<file path="src/rtl/flow_sequencer_if.sv">
// Program-load, run-control and status bundle for the flow sequencer.
// master = host/bench side, slave = sequencer side.
interface flow_sequencer_if #(
  parameter int N_CH   = 4,
  parameter int ADDR_W = 8
);
  logic              prog_we;
  logic [ADDR_W-1:0] prog_addr;
  logic [15:0]       prog_data;
  logic              start;
  logic [N_CH-1:0]   pwm_out;
  logic              busy;
  logic              done;
  logic              error;
  logic [ADDR_W-1:0] pc_dbg;

  modport master (
    output prog_we, prog_addr, prog_data, start,
    input  pwm_out, busy, done, error, pc_dbg
  );

  modport slave (
    input  prog_we, prog_addr, prog_data, start,
    output pwm_out, busy, done, error, pc_dbg
  );
endinterface

</file>
<file path="src/rtl/flow_sequencer.sv">
// Programmable valve sequencer: loadable instruction RAM, single counted loop,
// tick-based delays and N_CH PWM channels driven from per-channel duty registers.
module flow_sequencer #(
  parameter int N_CH      = 4,
  parameter int DUTY_W    = 8,
  parameter int ADDR_W    = 8,
  parameter int TICK_DIV  = 100,
  parameter int PWM_PRESC = 1
) (
  input logic              clk,
  input logic              rst,
  flow_sequencer_if.slave  bus
);
  localparam int DEPTH  = 2 ** ADDR_W;
  localparam int TICK_W = (TICK_DIV > 1) ? $clog2(TICK_DIV) : 1;
  localparam int PSC_W  = (PWM_PRESC > 1) ? $clog2(PWM_PRESC) : 1;
  localparam logic [TICK_W-1:0] TICK_LAST = TICK_W'(TICK_DIV - 1);
  localparam logic [PSC_W-1:0]  PSC_LAST  = PSC_W'(PWM_PRESC - 1);

  typedef enum logic [2:0] {
    S_IDLE, S_FETCH, S_EXEC, S_DELAY, S_DONE, S_ERROR
  } state_t;

  typedef enum logic [2:0] {
    OP_NOP = 3'b000, OP_SETDUTY = 3'b001, OP_DELAY = 3'b010,
    OP_END = 3'b011, OP_LOOP = 3'b100
  } op_t;

  state_t            state, state_d;
  logic [ADDR_W-1:0] pc, pc_d;
  logic [4:0]        loop_cnt, loop_cnt_d;
  logic              loop_active, loop_active_d;
  logic [TICK_W-1:0] tick, tick_d;
  logic [12:0]       dcnt, dcnt_d;
  logic              duty_we, adv;

  logic [15:0]       mem [DEPTH];
  logic [15:0]       ir;
  logic [DUTY_W-1:0] duty [N_CH];
  logic [PSC_W-1:0]  psc;
  logic [DUTY_W-1:0] pwm_cnt;
  logic [N_CH-1:0]   pwm_d, pwm_q;
  logic              busy_q, done_q, error_q;

  op_t               op;
  logic [4:0]        f_hi;
  logic [7:0]        f_lo;
  logic              ch_bad, tgt_bad, writable;

  assign op       = op_t'(ir[15:13]);
  assign f_hi     = ir[12:8];
  assign f_lo     = ir[7:0];
  assign ch_bad   = {1'b0, f_hi} >= 6'(N_CH);
  assign tgt_bad  = (f_lo >> ADDR_W) != 8'd0;
  assign writable = (state == S_IDLE) || (state == S_DONE) || (state == S_ERROR);

  // NOTE: program RAM and instruction register carry no reset so the RAM
  // maps onto block memory and the loaded program survives rst.
  always_ff @(posedge clk) begin
    if (bus.prog_we && writable) mem[bus.prog_addr] <= bus.prog_data;
    ir <= mem[pc];
  end

  // NOTE: every output of this block gets a default first, so no path can
  // leave a signal unassigned and infer a latch.
  always_comb begin
    state_d       = state;
    pc_d          = pc;
    loop_cnt_d    = loop_cnt;
    loop_active_d = loop_active;
    tick_d        = tick;
    dcnt_d        = dcnt;
    duty_we       = 1'b0;
    adv           = 1'b0;
    unique case (state)
      S_IDLE: if (bus.start) begin
        state_d       = S_FETCH;
        pc_d          = '0;
        loop_active_d = 1'b0;
      end
      S_FETCH: state_d = S_EXEC;
      S_EXEC: begin
        case (op)
          OP_NOP: adv = 1'b1;
          OP_SETDUTY: begin
            if (ch_bad) state_d = S_ERROR;
            else begin
              duty_we = 1'b1;
              adv     = 1'b1;
            end
          end
          OP_DELAY: begin
            if (ir[12:0] == 13'd0) adv = 1'b1;
            else begin
              tick_d  = TICK_LAST;
              dcnt_d  = ir[12:0];
              state_d = S_DELAY;
            end
          end
          OP_END: state_d = S_DONE;
          OP_LOOP: begin
            if (tgt_bad) state_d = S_ERROR;
            else if (!loop_active) begin
              if (f_hi == 5'd0) adv = 1'b1;
              else begin
                loop_cnt_d    = f_hi - 5'd1;
                loop_active_d = 1'b1;
                pc_d          = f_lo[ADDR_W-1:0];
                state_d       = S_FETCH;
              end
            end else if (loop_cnt == 5'd0) begin
              loop_active_d = 1'b0;
              adv           = 1'b1;
            end else begin
              loop_cnt_d = loop_cnt - 5'd1;
              pc_d       = f_lo[ADDR_W-1:0];
              state_d    = S_FETCH;
            end
          end
          default: state_d = S_ERROR;
        endcase
      end
      S_DELAY: begin
        if (tick != '0) tick_d = tick - TICK_W'(1);
        else if (dcnt == 13'd1) adv = 1'b1;
        else begin
          dcnt_d = dcnt - 13'd1;
          tick_d = TICK_LAST;
        end
      end
      S_DONE, S_ERROR: if (!bus.start) state_d = S_IDLE;
      default: state_d = S_IDLE;
    endcase
    // Sequential fall-through never wraps past the last RAM word.
    if (adv) begin
      if (&pc) state_d = S_ERROR;
      else begin
        pc_d    = pc + ADDR_W'(1);
        state_d = S_FETCH;
      end
    end
  end

  // NOTE: clocked state uses non-blocking assignments so every register
  // samples the pre-edge values regardless of statement order.
  always_ff @(posedge clk) begin
    if (rst) begin
      state       <= S_IDLE;
      pc          <= '0;
      loop_cnt    <= '0;
      loop_active <= 1'b0;
      tick        <= '0;
      dcnt        <= '0;
      busy_q      <= 1'b0;
      done_q      <= 1'b0;
      error_q     <= 1'b0;
    end else begin
      state       <= state_d;
      pc          <= pc_d;
      loop_cnt    <= loop_cnt_d;
      loop_active <= loop_active_d;
      tick        <= tick_d;
      dcnt        <= dcnt_d;
      busy_q      <= (state == S_FETCH) || (state == S_EXEC) || (state == S_DELAY);
      done_q      <= (state == S_DONE);
      error_q     <= (state == S_ERROR);
    end
  end

  // Valves fail closed: duties are held at zero for as long as ERROR lasts.
  always_ff @(posedge clk) begin
    if (rst || state == S_ERROR) begin
      for (int c = 0; c < N_CH; c++) duty[c] <= '0;
    end else if (duty_we) begin
      for (int c = 0; c < N_CH; c++)
        if (f_hi == 5'(c)) duty[c] <= f_lo[DUTY_W-1:0];
    end
  end

  always_comb begin
    pwm_d = '0;
    for (int c = 0; c < N_CH; c++) pwm_d[c] = pwm_cnt < duty[c];
  end

  always_ff @(posedge clk) begin
    if (rst) begin
      psc     <= '0;
      pwm_cnt <= '0;
      pwm_q   <= '0;
    end else begin
      pwm_q <= pwm_d;
      if (psc == PSC_LAST) begin
        psc     <= '0;
        pwm_cnt <= pwm_cnt + DUTY_W'(1);
      end else begin
        psc <= psc + PSC_W'(1);
      end
    end
  end

  assign bus.pwm_out = pwm_q;
  assign bus.busy    = busy_q;
  assign bus.done    = done_q;
  assign bus.error   = error_q;
  assign bus.pc_dbg  = pc;
endmodule

</file>
<file path="src/flat_wrapper.sv">
// flat-port wrapper written by rule: the top's interface ports become plain ports
module flow_sequencer_flat 
#(
  parameter int N_CH      = 4,
  parameter int DUTY_W    = 8,
  parameter int ADDR_W    = 8,
  parameter int TICK_DIV  = 100,
  parameter int PWM_PRESC = 1
)
  (clk, rst, bus_prog_we, bus_prog_addr, bus_prog_data, bus_start, bus_pwm_out, bus_busy, bus_done, bus_error, bus_pc_dbg);
  flow_sequencer_if #(.N_CH(N_CH), .ADDR_W(ADDR_W)) bus_i ();
  input logic clk;
  input logic rst;
  input wire logic [$bits(bus_i.prog_we)-1:0] bus_prog_we;
  input wire logic [$bits(bus_i.prog_addr)-1:0] bus_prog_addr;
  input wire logic [$bits(bus_i.prog_data)-1:0] bus_prog_data;
  input wire logic [$bits(bus_i.start)-1:0] bus_start;
  output wire logic [$bits(bus_i.pwm_out)-1:0] bus_pwm_out;
  output wire logic [$bits(bus_i.busy)-1:0] bus_busy;
  output wire logic [$bits(bus_i.done)-1:0] bus_done;
  output wire logic [$bits(bus_i.error)-1:0] bus_error;
  output wire logic [$bits(bus_i.pc_dbg)-1:0] bus_pc_dbg;
  assign bus_i.prog_we = bus_prog_we;
  assign bus_i.prog_addr = bus_prog_addr;
  assign bus_i.prog_data = bus_prog_data;
  assign bus_i.start = bus_start;
  assign bus_pwm_out = bus_i.pwm_out;
  assign bus_busy = bus_i.busy;
  assign bus_done = bus_i.done;
  assign bus_error = bus_i.error;
  assign bus_pc_dbg = bus_i.pc_dbg;
  flow_sequencer #(.N_CH(N_CH), .DUTY_W(DUTY_W), .ADDR_W(ADDR_W), .TICK_DIV(TICK_DIV), .PWM_PRESC(PWM_PRESC)) u_core (.clk(clk), .rst(rst), .bus(bus_i));
endmodule
</file>
<file path="config.mk">
export PLATFORM = sky130hd
export DESIGN_NAME = flow_sequencer_flat
export DESIGN_NICKNAME = d
export VERILOG_FILES = /design/src/rtl/flow_sequencer_if.sv /design/src/rtl/flow_sequencer.sv /design/src/flat_wrapper.sv
export SDC_FILE = /design/constraint.sdc
export NUM_CORES = 2
export LEC_CHECK = 0
export BUFFER_PORTS_ARGS = -buffer_cell sky130_fd_sc_hd__buf_2
export CAP_MARGIN = 10
export CORE_MARGIN = 4
export CORE_UTILIZATION = 45
export CTS_BUF_LIST = sky130_fd_sc_hd__clkbuf_8
export DETAILED_ROUTE_END_ITERATION = 12
export GPL_ROUTABILITY_DRIVEN = 0
export PLACE_DENSITY = 0.69
export SETUP_SLACK_MARGIN = 0.3
export SYNTH_ARGS = -nofsm -noshare
export SYNTH_HDL_FRONTEND = slang
export SYNTH_MEMORY_MAX_BITS = 65536
export SYNTH_SLANG_ARGS = --single-unit
</file>
<file path="constraint.sdc">
create_clock -name clk -period 2.8 [get_ports clk]
set_input_delay 0.28 -clock clk [delete_from_list [all_inputs] [get_ports clk]]
set_output_delay 0.28 -clock clk [all_outputs]
set_load 0.01 [all_outputs]
</file>
==> metrics.yaml <==
outcome:
  status: "finished, violations left"
  violations: "negative setup slack"
placement:
  post-dp-hpwl_mm: 298
  placed_cells: 13100
  dp_slack_ns: -1.13
  numPortBuffers: 42
finish:
  layout_common_cells: "edfxtp_1 (4128), mux4_2 (979), buf_4 (959), clkbuf_8 (673), buf_12 (334)"
  nets: 9267
  mostFrequentLayoutCell: "edfxtp_1"
  fillers: 26100
  synthToLayoutAreaGrowth_pct: 21.4
  multiInputGateArea_mm2: 0.0362
  drive_above_1_share_pct: 38.6
  regArea_mm2: 0.125
  layoutNonFillerInstCount: 14500
pwr:
  pwr_density_cell_mw_per_mm2: 655
  ir_drop_uv: 507
  p_leak_uw: 0.0632
sta:
  fin_ws_ns: -0.413
  tightestPinTransition_ns: 1.20
  maxSlewViolCount: 0
  setup_violations: 21
  final.min_clock_period_ns: 3.21
  rsz0062_at_grt: "true"
  hold_viol_final: 0
  maxSlewHeadroom_pct: 19.8
  finClkSkew_ns: 0.117
  max_freq_mhz: 311
  min_period_over_period_pct: 115
global_route:
  grt_busiest_layer: "met2"
  grt_pass1_vias: 88100
  met2_usage_pct: 37.8
  grt_max_degree: 113
  antenna_found_initial: 30
  grt.overflow.total: 0
  use_met1_pct: 34.2
  grtUsageTotal_pct: 25.1
  grtUsageMet3_pct: 7.38
  grt_pass1_wl_mm: 666
run:
  maxCapViolCount: 0
synthesis:
  yosys_warnings: 0
  yosys_most_used_dff: "edfxtp_1"
  synth.distinct_cells: 79
  postSynthAreaPerCell_um2: 21.7
  async_reset_ff_share_pct: 0
  syn_area_mm2: 0.162
  ys_seq_area_share_pct: 77.4
  ys_ff_latch: 4197
  synth-edff-count: 4128
  syn_nets: 7526
  postSynthCellCount: 7458
clock_tree:
  cts_buffer_depth: 4
  cts.reportedPaths.clkPinSlew_ns: 0.07
  clk_latency_ns: 1.22
  cts-root-buf: "clkbuf_8"
  clock-sinks: 4197
  cts_tree: "yes"
  h-tree-depth: 6
  cts_buffers: 648
worst_setup_path:
  endpoint_kind: "register"
  cp_data_required_time_ns: 3.87
  crit_arrival_ns: 4.28
  slowest_delay_ns: 0.67
  slowest_stage: "nor4_4"
  startpoint_type: "register"
  path_class: "reg2reg"
  rrSetupSlack_ns: -0.41
  cpMostUsedCell: "buf_12"
  crit_start: "u_core.bus.pc_dbg[0]$_SDFF_PP0_"
  rr_endpoint: "u_core.ir[1]$_DFF_P_"
  reg2reg_depth: 13
  crit_fanout: 7
  path_cells: "buf_12 -> buf_12 -> buf_16 -> buf_12 -> buf_8 -> buf_12 -> buf_8 -> mux4_2 -> mux2i_1 -> o22ai_2 -> nor4_4 -> buf_4 -> a211oi_1"
  reg2reg_from: "u_core.bus.pc_dbg[0]$_SDFF_PP0_"
floorplanning:
  rows: 220
  die_area_mm2: 0.369
  io_pins: 43
  start_util_pct: 45.1
  dieWidth_um: 608
  dieHeight_um: 608
  coreArea_mm2: 0.359
routing:
  viasPerCell: 6.15
  vias: 89100
  ant_nets: 0
  dr.first_iter.drc_count: 13500
  route.detailed.drc: 0
  post_drt_wl_per_cell_um: 32.8
  routed_wl_mm: 475
  drt_pass1_iterations: 6
hold_path:
  hold_class: "in2reg"
  hold_depth: 2
  whs_endpoint: "u_core.mem[79][7]$_DFFE_PP_"
  hold_start: "bus_prog_data[7]"
## area by class of cell
cell class | count | area share [%]
diodes | 15 | 0.0191
clock inverters | 482 | 1.31
repair buffers | 1518 | 8.71
clock buffers | 659 | 4.62
multi-input cells | 2788 | 18.4
flip-flops and latches | 4197 | 63.8
inverters | 46 | 0.0942
well taps | 4773 | 3.04
## worst max path at each step
stage,end,slack (ns)
2_1_floorplan,u_core.mem[54][0]$_DFFE_PP_,0.05
3_5_place_dp,u_core.ir[4]$_DFF_P_,-1.13
6_report,u_core.ir[1]$_DFF_P_,-0.41
4_1_cts,u_core.ir[4]$_DFF_P_,-0.34
3_3_place_gp,u_core.ir[4]$_DFF_P_,-1.11
5_1_grt,u_core.ir[10]$_DFF_P_,-0.40
## cells in the mapped netlist (43+ instances only)
| cell type | n | area share [%] |
|---|---|---|
| a221oi_1 | 85 | 0.46 |
| o21ai_0 | 71 | 0.22 |
| nand2_1 | 168 | 0.39 |
| o22ai_1 | 67 | 0.26 |
| mux2i_1 | 192 | 1.2 |
| a22o_1 | 53 | 0.29 |
| clkbuf_1 | 156 | 0.36 |
| buf_6 | 58 | 0.40 |
| nand3_1 | 56 | 0.17 |
| mux4_2 | 979 | 14 |
| inv_1 | 43 | 0.10 |
| nor2_1 | 332 | 0.77 |
| edfxtp_1 | 4128 | 77 |
| buf_4 | 43 | 0.20 |
| a22oi_1 | 229 | 1.1 |
| dfxtp_1 | 69 | 0.85 |
| a21oi_1 | 140 | 0.43 |
| buf_2 | 115 | 0.36 |
## stage by stage
stage               hold slack (ns)  TNS (ns)  utilization, %  power (uW)  area (um2)
floorplan                     0.379         0               -       76400      162000
global placement              0.460    -12.60            49.9       81100      179000
detailed placement            0.470    -13.06            49.9       81300      179000
CTS                          0.0752     -3.68            54.3      128000      195000
global route                  0.156     -5.48            54.8      133000      196000
finish                        0.186     -5.05            54.8      129000      197000
## cells by family (layout without fill, tap and decap cells)
| group | count (synthesis) | in the layout | share of synthesized area [%] |
|---|---|---|---|
| multiplexers | 1177 | 1177 | 14.9 |
| other | 1 | 16 | 0.00232 |
| XOR/XNOR | 16 | 16 | 0.0866 |
| AO/OA/AOI/OAI | 800 | 800 | 3.47 |
| flip-flops | 4197 | 4197 | 77.4 |
| AND/OR/NAND/NOR | 752 | 754 | 2.10 |
| adder cells (fa/ha/maj) | 40 | 40 | 0.309 |
| buffers and inverters | 475 | 2705 | 1.76 |
## critical path, delay by kind of cell, from the launching register on
kind                   cells  cell delay [ns]
and+or+nand+nor            1             0.67
AOI/OAI and AO/OA          2             0.24
DFF                        1             0.42
buffers and inverters      8             1.10
muxes                      2             0.66
## metal layers
metal  part of all wire, %  up-vias
li1                      -    35200
met1                    36    46500
met2                    46     6275
met3                    13     1025
met4                   4.7       12
met5                 0.067        -
## flip-flops by register name, indices dropped and copies added (netlist names), 3 cells and up
| name | cells |
|---|---|
| u_core.bus.pc_dbg | 8 |
| u_core.bus.pwm_out | 4 |
| u_core.dcnt | 13 |
| u_core.duty | 32 |
| u_core.ir | 16 |
| u_core.loop_cnt | 5 |
| u_core.mem | 4096 |
| u_core.pwm_cnt | 8 |
| u_core.state | 3 |
| u_core.tick | 7 |
## where the power goes
part	total (uW)	internal, uW	switching, uW
Combinational	12200	5540	6650
Clock	46800	22800	24100
Sequential	69600	69300	380
Total	129000	97600	31100
## what timing repair did
action                                  in CTS  in global routing
cloned                                      25                  9
buffers inserted                           104                 79
pin swaps                                   63                 70
resized for setup                          424                230
hold endpoints to repair                  3402                  0
endpoints found under the setup margin     821               3504
hold buffers                                30                  0
Power figures use the tool's default switching activity.
